## config.mk

```make
export PLATFORM = sky130hd
export DESIGN_NAME = circuit_test_sequencer_flat
export DESIGN_NICKNAME = d
export VERILOG_FILES = /design/src/rtl/circuit_test_pkg.sv /design/src/rtl/circuit_test_sequencer_if.sv /design/src/rtl/circuit_test_sequencer_sync_2ff.sv /design/src/rtl/circuit_test_sequencer.sv /design/src/flat_wrapper.sv
export SDC_FILE = /design/constraint.sdc
export NUM_CORES = 1
export LEC_CHECK = 0
export CAP_MARGIN = 20
export CORE_MARGIN = 2
export CORE_UTILIZATION = 55
export DETAILED_ROUTE_END_ITERATION = 6
export PLACE_DENSITY = 0.85
export SYNTH_ARGS = -nofsm -noshare
export SYNTH_HDL_FRONTEND = slang
export SYNTH_HIERARCHICAL = 1
export SYNTH_SLANG_ARGS = --single-unit
export TNS_END_PERCENT = 50
```

## constraint.sdc

```tcl
create_clock -name clk -period 3.2 [get_ports clk]
set_input_delay 0.64 -clock clk [delete_from_list [all_inputs] [get_ports clk]]
set_output_delay 0.64 -clock clk [all_outputs]
set_load 0.005 [all_outputs]
```

## src/rtl/circuit_test_pkg.sv

```systemverilog
// circuit_test_pkg
// Shared definitions for the circuit test sequencer: the sequencer state
// encoding, the stimulus table applied to the circuit under test, and the
// lower limits for the settle and sample windows.
// Stimulus entries are {clock_role, data_role}, listed from entry 15 down
// to entry 0, so the run applies entry 0 first.
package circuit_test_pkg;

    typedef enum logic [2:0] {
        ST_IDLE,
        ST_APPLY,
        ST_SETTLE,
        ST_SAMPLE,
        ST_COMPARE,
        ST_DONE
    } state_t;

    localparam int MIN_SETTLE_CYCLES = 2;
    localparam int MIN_SAMPLES       = 1;

    localparam logic [15:0][1:0] STIM_TABLE = {
        2'b10, 2'b01, 2'b11, 2'b01,
        2'b00, 2'b11, 2'b11, 2'b01,
        2'b10, 2'b00, 2'b10, 2'b11,
        2'b00, 2'b10, 2'b01, 2'b11
    };

endpackage

```

## src/rtl/circuit_test_sequencer_if.sv

```systemverilog
// circuit_test_sequencer_if
// Bundles the run control, result and circuit-under-test signals of the
// sequencer. The master side is the test environment (it issues start and
// presents the evolved circuit's output); the slave side is the sequencer.
//   start          run request (single cycle)
//   dut_out        raw asynchronous output of the circuit under test
//   dut_in         stimulus to the circuit: [1] clock role, [0] data role
//   busy / done    run in progress / run finished
//   pass           done with no mismatches and no unstable vectors
//   mismatch_count, unstable_count, osc_count   saturating result counters
interface circuit_test_sequencer_if #(
    parameter int CNT_W = 8
);
    logic             start;
    logic             dut_out;
    logic [1:0]       dut_in;
    logic             busy;
    logic             done;
    logic             pass;
    logic [CNT_W-1:0] mismatch_count;
    logic [CNT_W-1:0] unstable_count;
    logic [CNT_W-1:0] osc_count;

    modport master (
        output start, dut_out,
        input  dut_in, busy, done, pass, mismatch_count, unstable_count, osc_count
    );

    modport slave (
        input  start, dut_out,
        output dut_in, busy, done, pass, mismatch_count, unstable_count, osc_count
    );
endinterface

```

## src/rtl/circuit_test_sequencer_sync_2ff.sv

```systemverilog
// sync_2ff
// Two-flop synchronizer bringing the asynchronous circuit output into the
// clk domain. Both flops clear on reset.
//   clk, rst_n  clock and asynchronous active-low reset
//   d           asynchronous input
//   q           synchronized output (two cycles of latency)
module sync_2ff (
    input  logic clk,
    input  logic rst_n,
    input  logic d,
    output logic q
);
    logic meta;

    always_ff @(posedge clk or negedge rst_n) begin
        if (!rst_n) begin
            meta <= 1'b0;
            q    <= 1'b0;
        end else begin
            meta <= d;
            q    <= meta;
        end
    end
endmodule

```

## src/rtl/circuit_test_sequencer.sv

```systemverilog
// circuit_test_sequencer
// Applies the stimulus table to an evolved 2-input circuit, lets each vector
// settle, samples the synchronized output several times and compares it with
// a reference D flip-flop model, counting mismatching and unstable vectors.
//   clk, rst_n  clock and asynchronous active-low reset
//   bus         circuit_test_sequencer_if.slave (start, dut_out in;
//               dut_in, busy, done, pass and result counters out)
// Optional feature: define TESTER_OSC_DETECT_EN to count output toggles seen
// during settle windows in osc_count; otherwise osc_count is tied to zero.
module circuit_test_sequencer
    import circuit_test_pkg::*;
#(
    parameter int NUM_VECTORS   = 16,
    parameter int SETTLE_CYCLES = 4,
    parameter int SAMPLES       = 3,
    parameter int CNT_W         = 8
) (
    input logic                      clk,
    input logic                      rst_n,
    circuit_test_sequencer_if.slave  bus
);
    // Window lengths below the supported minimum are raised to it
    localparam int SETTLE_N = (SETTLE_CYCLES < MIN_SETTLE_CYCLES) ? MIN_SETTLE_CYCLES : SETTLE_CYCLES;
    localparam int SAMPLE_N = (SAMPLES < MIN_SAMPLES) ? MIN_SAMPLES : SAMPLES;
    localparam logic [7:0] SETTLE_LAST = 8'(SETTLE_N - 1);
    localparam logic [7:0] SAMPLE_LAST = 8'(SAMPLE_N - 1);
    localparam logic [3:0] LAST_VEC    = 4'(NUM_VECTORS - 1);

    state_t           state_q, state_d;
    logic [3:0]       vec_idx;
    logic [7:0]       step_cnt;
    logic [1:0]       dut_in_q;
    logic             model_q;
    logic             first_smp;
    logic             smp_equal;
    logic             dut_sync;
    logic             start_ok;
    logic [CNT_W-1:0] mism_q;
    logic [CNT_W-1:0] unst_q;

    sync_2ff u_sync (
        .clk   (clk),
        .rst_n (rst_n),
        .d     (bus.dut_out),
        .q     (dut_sync)
    );

    // start only counts in IDLE or DONE; everywhere else it is ignored
    assign start_ok = bus.start && (state_q == ST_IDLE || state_q == ST_DONE);

    always_comb begin
        state_d = state_q;
        case (state_q)
            ST_IDLE, ST_DONE: if (bus.start) state_d = ST_APPLY;
            ST_APPLY:         state_d = ST_SETTLE;
            ST_SETTLE:        if (step_cnt == SETTLE_LAST) state_d = ST_SAMPLE;
            ST_SAMPLE:        if (step_cnt == SAMPLE_LAST) state_d = ST_COMPARE;
            ST_COMPARE:       state_d = (vec_idx == LAST_VEC) ? ST_DONE : ST_APPLY;
            default:          state_d = ST_IDLE;
        endcase
    end

    always_ff @(posedge clk or negedge rst_n) begin
        if (!rst_n) state_q <= ST_IDLE;
        else        state_q <= state_d;
    end

    // The model flop captures the data bit only on a 0->1 step of the clock
    // bit between the previously applied vector and the new one, so the
    // expected value for a vector is the model state after its APPLY.
    always_ff @(posedge clk or negedge rst_n) begin
        if (!rst_n) begin
            vec_idx   <= '0;
            step_cnt  <= '0;
            dut_in_q  <= 2'b00;
            model_q   <= 1'b0;
            first_smp <= 1'b0;
            smp_equal <= 1'b1;
            mism_q    <= '0;
            unst_q    <= '0;
        end else begin
            if (state_d == state_q && (state_q == ST_SETTLE || state_q == ST_SAMPLE))
                step_cnt <= step_cnt + 8'd1;
            else
                step_cnt <= '0;

            if (start_ok) begin
                vec_idx <= '0;
                model_q <= 1'b0;
                mism_q  <= '0;
                unst_q  <= '0;
            end

            case (state_q)
                ST_APPLY: begin
                    dut_in_q <= STIM_TABLE[vec_idx];
                    if (!dut_in_q[1] && STIM_TABLE[vec_idx][1])
                        model_q <= STIM_TABLE[vec_idx][0];
                end
                ST_SAMPLE: begin
                    if (step_cnt == 8'd0) begin
                        first_smp <= dut_sync;
                        smp_equal <= 1'b1;
                    end else if (dut_sync != first_smp) begin
                        smp_equal <= 1'b0;
                    end
                end
                ST_COMPARE: begin
                    if (!smp_equal) begin
                        if (unst_q != {CNT_W{1'b1}}) unst_q <= unst_q + 1'b1;
                    end else if (first_smp != model_q) begin
                        if (mism_q != {CNT_W{1'b1}}) mism_q <= mism_q + 1'b1;
                    end
                    if (vec_idx != LAST_VEC) vec_idx <= vec_idx + 4'd1;
                end
                default: ;
            endcase
        end
    end

`ifdef TESTER_OSC_DETECT_EN
    logic [CNT_W-1:0] osc_q;
    logic             sync_prev;

    // Every change of the synchronized output inside a settle window counts
    always_ff @(posedge clk or negedge rst_n) begin
        if (!rst_n) begin
            osc_q     <= '0;
            sync_prev <= 1'b0;
        end else begin
            sync_prev <= dut_sync;
            if (start_ok)
                osc_q <= '0;
            else if (state_q == ST_SETTLE && dut_sync != sync_prev && osc_q != {CNT_W{1'b1}})
                osc_q <= osc_q + 1'b1;
        end
    end

    assign bus.osc_count = osc_q;
`else
    assign bus.osc_count = '0;
`endif

    assign bus.dut_in         = dut_in_q;
    assign bus.busy           = (state_q == ST_APPLY) || (state_q == ST_SETTLE) ||
                                (state_q == ST_SAMPLE) || (state_q == ST_COMPARE);
    assign bus.done           = (state_q == ST_DONE);
    assign bus.pass           = (state_q == ST_DONE) && (mism_q == '0) && (unst_q == '0);
    assign bus.mismatch_count = mism_q;
    assign bus.unstable_count = unst_q;
endmodule

```

## src/flat_wrapper.sv

```systemverilog
// flat-port wrapper written by rule: the top's interface ports become plain ports
module circuit_test_sequencer_flat import circuit_test_pkg::*;
#(
    parameter int NUM_VECTORS   = 16,
    parameter int SETTLE_CYCLES = 4,
    parameter int SAMPLES       = 3,
    parameter int CNT_W         = 8
)
  (clk, rst_n, bus_start, bus_dut_out, bus_dut_in, bus_busy, bus_done, bus_pass, bus_mismatch_count, bus_unstable_count, bus_osc_count);
  circuit_test_sequencer_if #(.CNT_W(CNT_W)) bus_i ();
  input logic clk;
  input logic rst_n;
  input wire logic [$bits(bus_i.start)-1:0] bus_start;
  input wire logic [$bits(bus_i.dut_out)-1:0] bus_dut_out;
  output wire logic [$bits(bus_i.dut_in)-1:0] bus_dut_in;
  output wire logic [$bits(bus_i.busy)-1:0] bus_busy;
  output wire logic [$bits(bus_i.done)-1:0] bus_done;
  output wire logic [$bits(bus_i.pass)-1:0] bus_pass;
  output wire logic [$bits(bus_i.mismatch_count)-1:0] bus_mismatch_count;
  output wire logic [$bits(bus_i.unstable_count)-1:0] bus_unstable_count;
  output wire logic [$bits(bus_i.osc_count)-1:0] bus_osc_count;
  assign bus_i.start = bus_start;
  assign bus_i.dut_out = bus_dut_out;
  assign bus_dut_in = bus_i.dut_in;
  assign bus_busy = bus_i.busy;
  assign bus_done = bus_i.done;
  assign bus_pass = bus_i.pass;
  assign bus_mismatch_count = bus_i.mismatch_count;
  assign bus_unstable_count = bus_i.unstable_count;
  assign bus_osc_count = bus_i.osc_count;
  circuit_test_sequencer #(.NUM_VECTORS(NUM_VECTORS), .SETTLE_CYCLES(SETTLE_CYCLES), .SAMPLES(SAMPLES), .CNT_W(CNT_W)) u_core (.clk(clk), .rst_n(rst_n), .bus(bus_i));
endmodule
```

==> results.md, run 1 <==
* Synth Area in XOR/XNOR at 5.039%
* Sequential share of the synthesized area at 42.14%
* CP max FO at 8
* GPL Wtd Cong at 0.8294
* Drc violations at 0
* Die Y at 68.10 um
* Fill cells at between 300 and 400
* Pwr Total at 1.670 mW
* Htree depth at 2
* Hold-fix buffers, CTS at 0
* Max-Cap Viols at 0
* Startpoint types: register
* Full die area at between 4000 and 5000 um2
* Grt total ovfl at 0
* I/O pin count at 33
* Cell at the root of the clock tree: clkbuf_8
* Clock sinks at 38
* Setup TNS at 0 ps
* CTS tree: yes
* Pleak at 1.166 nW
* Arrival time at the worst endpoint at 2100 ps
* Port Buffers at 24
* DRT Pass-1 Iters at 4
* Synth Register Bits at 38
* Synth async-reset ratio at between 90% and 100%
* Pre-CTS WS at 788.0 ps
* Share of cells above drive strength 1 at roughly 8.5%
* Hold WC Path Type: register to register
* Post-Synthesis Cells at 236
* Clock-pin slew on the worst setup and hold paths at 80 ps
* CP endpoint kind: primary output
* Antenna cells at 0
* CP Class: register to primary output
* Register area at 952.2 um2
* Final ANT Viol Nets at 0
* Largest net degree at the start of global routing at 39
* Dpl cell area at 2481 um2
* Vias in the first global route at 1485
* Clk Latency, worst-skew pair at between 200 and 300 ps
* Slew Viols, Final at 0
* Via count at 1740
* Yosys warning count at 6
* Clk_skew at about 9.9 ps
* Final setup violation count at 0
* Final nets at 274
* VDD IR max at 0.4666 mV
* Drt wl/cell at 12.87 um
* Run status: completed
* Row count at 23
* Peak Freq at 365.6 MHz
* Initial core utilization at between 50 and 60%
* Netlist area before placement at 2260 um2
* Vias per cell at 5.613
* Req. time, crit path at about 2600 ps
* Minimum clock period at about 2700 ps
* Top_reg_cell synth: dfrtp_1
* Post-synth EDFFs at 0
* Mean post-synth cell area at about 9.6 um2
* Compound-Gate Fraction of Synth Area at between 10% and 20%
* Detail Placement HPWL at 2.897 mm
* Pwr dens at ~650 nW/um2
* All-Layer GR Usage at 19.42%
* Slew HR at a little under two fifths
* Setup ws final at 464.5 ps
* Synth-to-layout area growth at 13.84%
* Design area at between 2000 and 3000 um2
* Final hold violation count at 0
* First-pass GRT wire length at 6.831 mm
* Area of the multi-input gates at 1179 um2
* WL final at 3.991 mm
* Worst-Margin Slew at 925.0 ps
* Unrepaired setup endpoints after global routing: no
* Iter 0 DRT Violations at 84
* Largest family of logic cells by synthesized area: simple AND/OR/NAND/NOR gates
* Total CTS buffers at 5
* Tcrit/Tclk final at 85.48%
* Initial antenna violation count at 0
* Synth Area in Simple Gates at about 22%
* Resized cells post-CTS at 0
* Post-Route Utilization at 64.78%
* DIE WIDTH at between 60 and 70 um
* Count of cell types in the netlist at 53
* Post-Synth Adder-Cell Area at 6.091%
* Multiplexer share of the synthesized area at 4.153%
* Core Area at 3971 um2
* Post-CTS setup buffers at 0
* Clock tree buffer depth at 2
==> area by class of cell <==
cell class | instances | share of cell area, %
multi-input cells | 176 | 45.82
flip-flops and latches | 38 | 37.01
repair buffers | 24 | 9.144
clock buffers | 7 | 3.356
well taps | 50 | 2.432
inverters | 14 | 2.043
clock inverters | 1 | 0.1946
==> per-stage QoR <==
| stage | hold slack [ps] | instances |
|---|---|---|
| 6_report | 346.7 | 310 |
| 5_1_grt | 358.3 | 310 |
| 4_1_cts | 349.7 | 310 |
| 3_5_place_dp | 341.3 | 302 |
| 3_3_place_gp | 335.2 | 302 |
| 2_1_floorplan | 331.2 | 243 |
==> sequential cells by signal, indices dropped and copies added (netlist names) <==
name                       cells
u_core/bus.dut_in              2
u_core/smp_equal               1
u_core/u_sync/meta             1
u_core/bus.mismatch_count      8
u_core/state_q                 3
u_core/u_sync/q                1
u_core/vec_idx                 4
u_core/first_smp               1
u_core/step_cnt                8
u_core/model_q                 1
u_core/bus.unstable_count      8
==> worst max-delay path, cell delays in order (launching register included) <==
cell and delay [ps]:
dfrtp_1 450, or4_1 550, nor4_1 250, clkdlybuf4s50_1 550
==> placed cells by master (no fill, tap or decap), drive strengths merged, types with 2 or more instances in the layout <==
cell           instances
nor4                   3
or4                    3
nand3                 11
nor2b                  5
o221ai                 2
dfrtp                 37
nand2                 24
clkbuf                 8
o21ai                 13
nand4                  5
ha                    11
a22o                   2
o22ai                  3
xor2                   5
a31oi                  3
a21oi                  3
xnor2                  8
clkdlybuf4s50         23
inv                   14
nor3                   5
or2                    2
or3b                   2
conb                   8
and3                   5
mux2                   3
nor2                  21
a21o                   2
and2                   5
mux2i                  6
==> path summary, 6_finish.rpt <==
check / startpoint / cells past startpoint / endpoint / slack, ps
setup / recovery: u_core/bus.mismatch_count[2] / 3 / bus_pass / 460
hold / removal: u_core/u_sync/meta / 0 / u_core/u_sync/q / 350
setup reg to reg: u_core/state_q[0] / 4 / u_core/bus.mismatch_count[7] / 1270
hold reg to reg: u_core/u_sync/meta / 0 / u_core/u_sync/q / 350
max in group asynchronous: rst_n / 1 / u_core/bus.dut_in[1] / 2140
min in group asynchronous: rst_n / 1 / u_core/bus.unstable_count[5] / 480
==> synthesized netlist by cell type (2+ instances only) <==
library cell | count | share of area (%)
xor2_1 | 5 | 1.9
nor2b_1 | 5 | 1.4
inv_1 | 14 | 2.3
nor3_1 | 4 | 0.89
nand3_1 | 11 | 2.4
nor2_1 | 21 | 3.5
o22ai_1 | 3 | 0.83
mux2_2 | 3 | 1.5
a21oi_1 | 3 | 0.66
clkbuf_1 | 4 | 0.66
a21o_1 | 2 | 0.66
and2_1 | 5 | 1.4
o221ai_1 | 2 | 0.78
xnor2_1 | 8 | 3.1
or4_1 | 2 | 0.66
a22o_1 | 2 | 0.78
buf_6 | 2 | 1.0
nor4_1 | 3 | 0.83
and3_1 | 5 | 1.4
a31oi_1 | 2 | 0.55
ha_1 | 11 | 6.1
nand4_1 | 4 | 1.1
dfrtp_1 | 37 | 41
o21ai_0 | 13 | 2.9
or3b_2 | 2 | 0.78
nand2_1 | 24 | 4.0
mux2i_1 | 6 | 2.7
buf_4 | 8 | 2.7
==> where the power goes <==
group / total (mW) / internal, mW / leakage (nW) / switching, mW
Combinational: 0.564 / 0.299 / 0.616 / 0.265
Clock: 0.338 / 0.174 / 0.0482 / 0.164
Sequential: 0.768 / 0.600 / 0.501 / 0.168
==> routing by layer <==
layer | vias to the layer above | wire, um | GRT usage (%)
li1 | 850 | - | -
met1 | 832 | 1919 | 26.92
met2 | 53 | 1819 | 29.85
met3 | 5 | 207 | 5.428
met4 | 0 | 44 | 5.250
met5 | - | 0 | 0
==> cell families after synthesis <==
logic type / count (synthesis)
XOR/XNOR: 13
buffers and inverters: 29
adder cells (fa/ha/maj): 11
multiplexers: 9
AO/OA/AOI/OAI: 39
other: 1
flip-flops: 38
AND/OR/NAND/NOR: 96
Note: power is estimated with default switching activity, not from simulation.
==> run 2: changes to the inputs <==
--- a/config.mk
+++ b/config.mk
@@ -14,4 +14,4 @@
 export SYNTH_HDL_FRONTEND = slang
 export SYNTH_HIERARCHICAL = 1
 export SYNTH_SLANG_ARGS = --single-unit
-export TNS_END_PERCENT = 50
+export TNS_END_PERCENT = 10
==> results of run 2 <==
No change in the layout: final DEF, timing and power equal those of run 1.
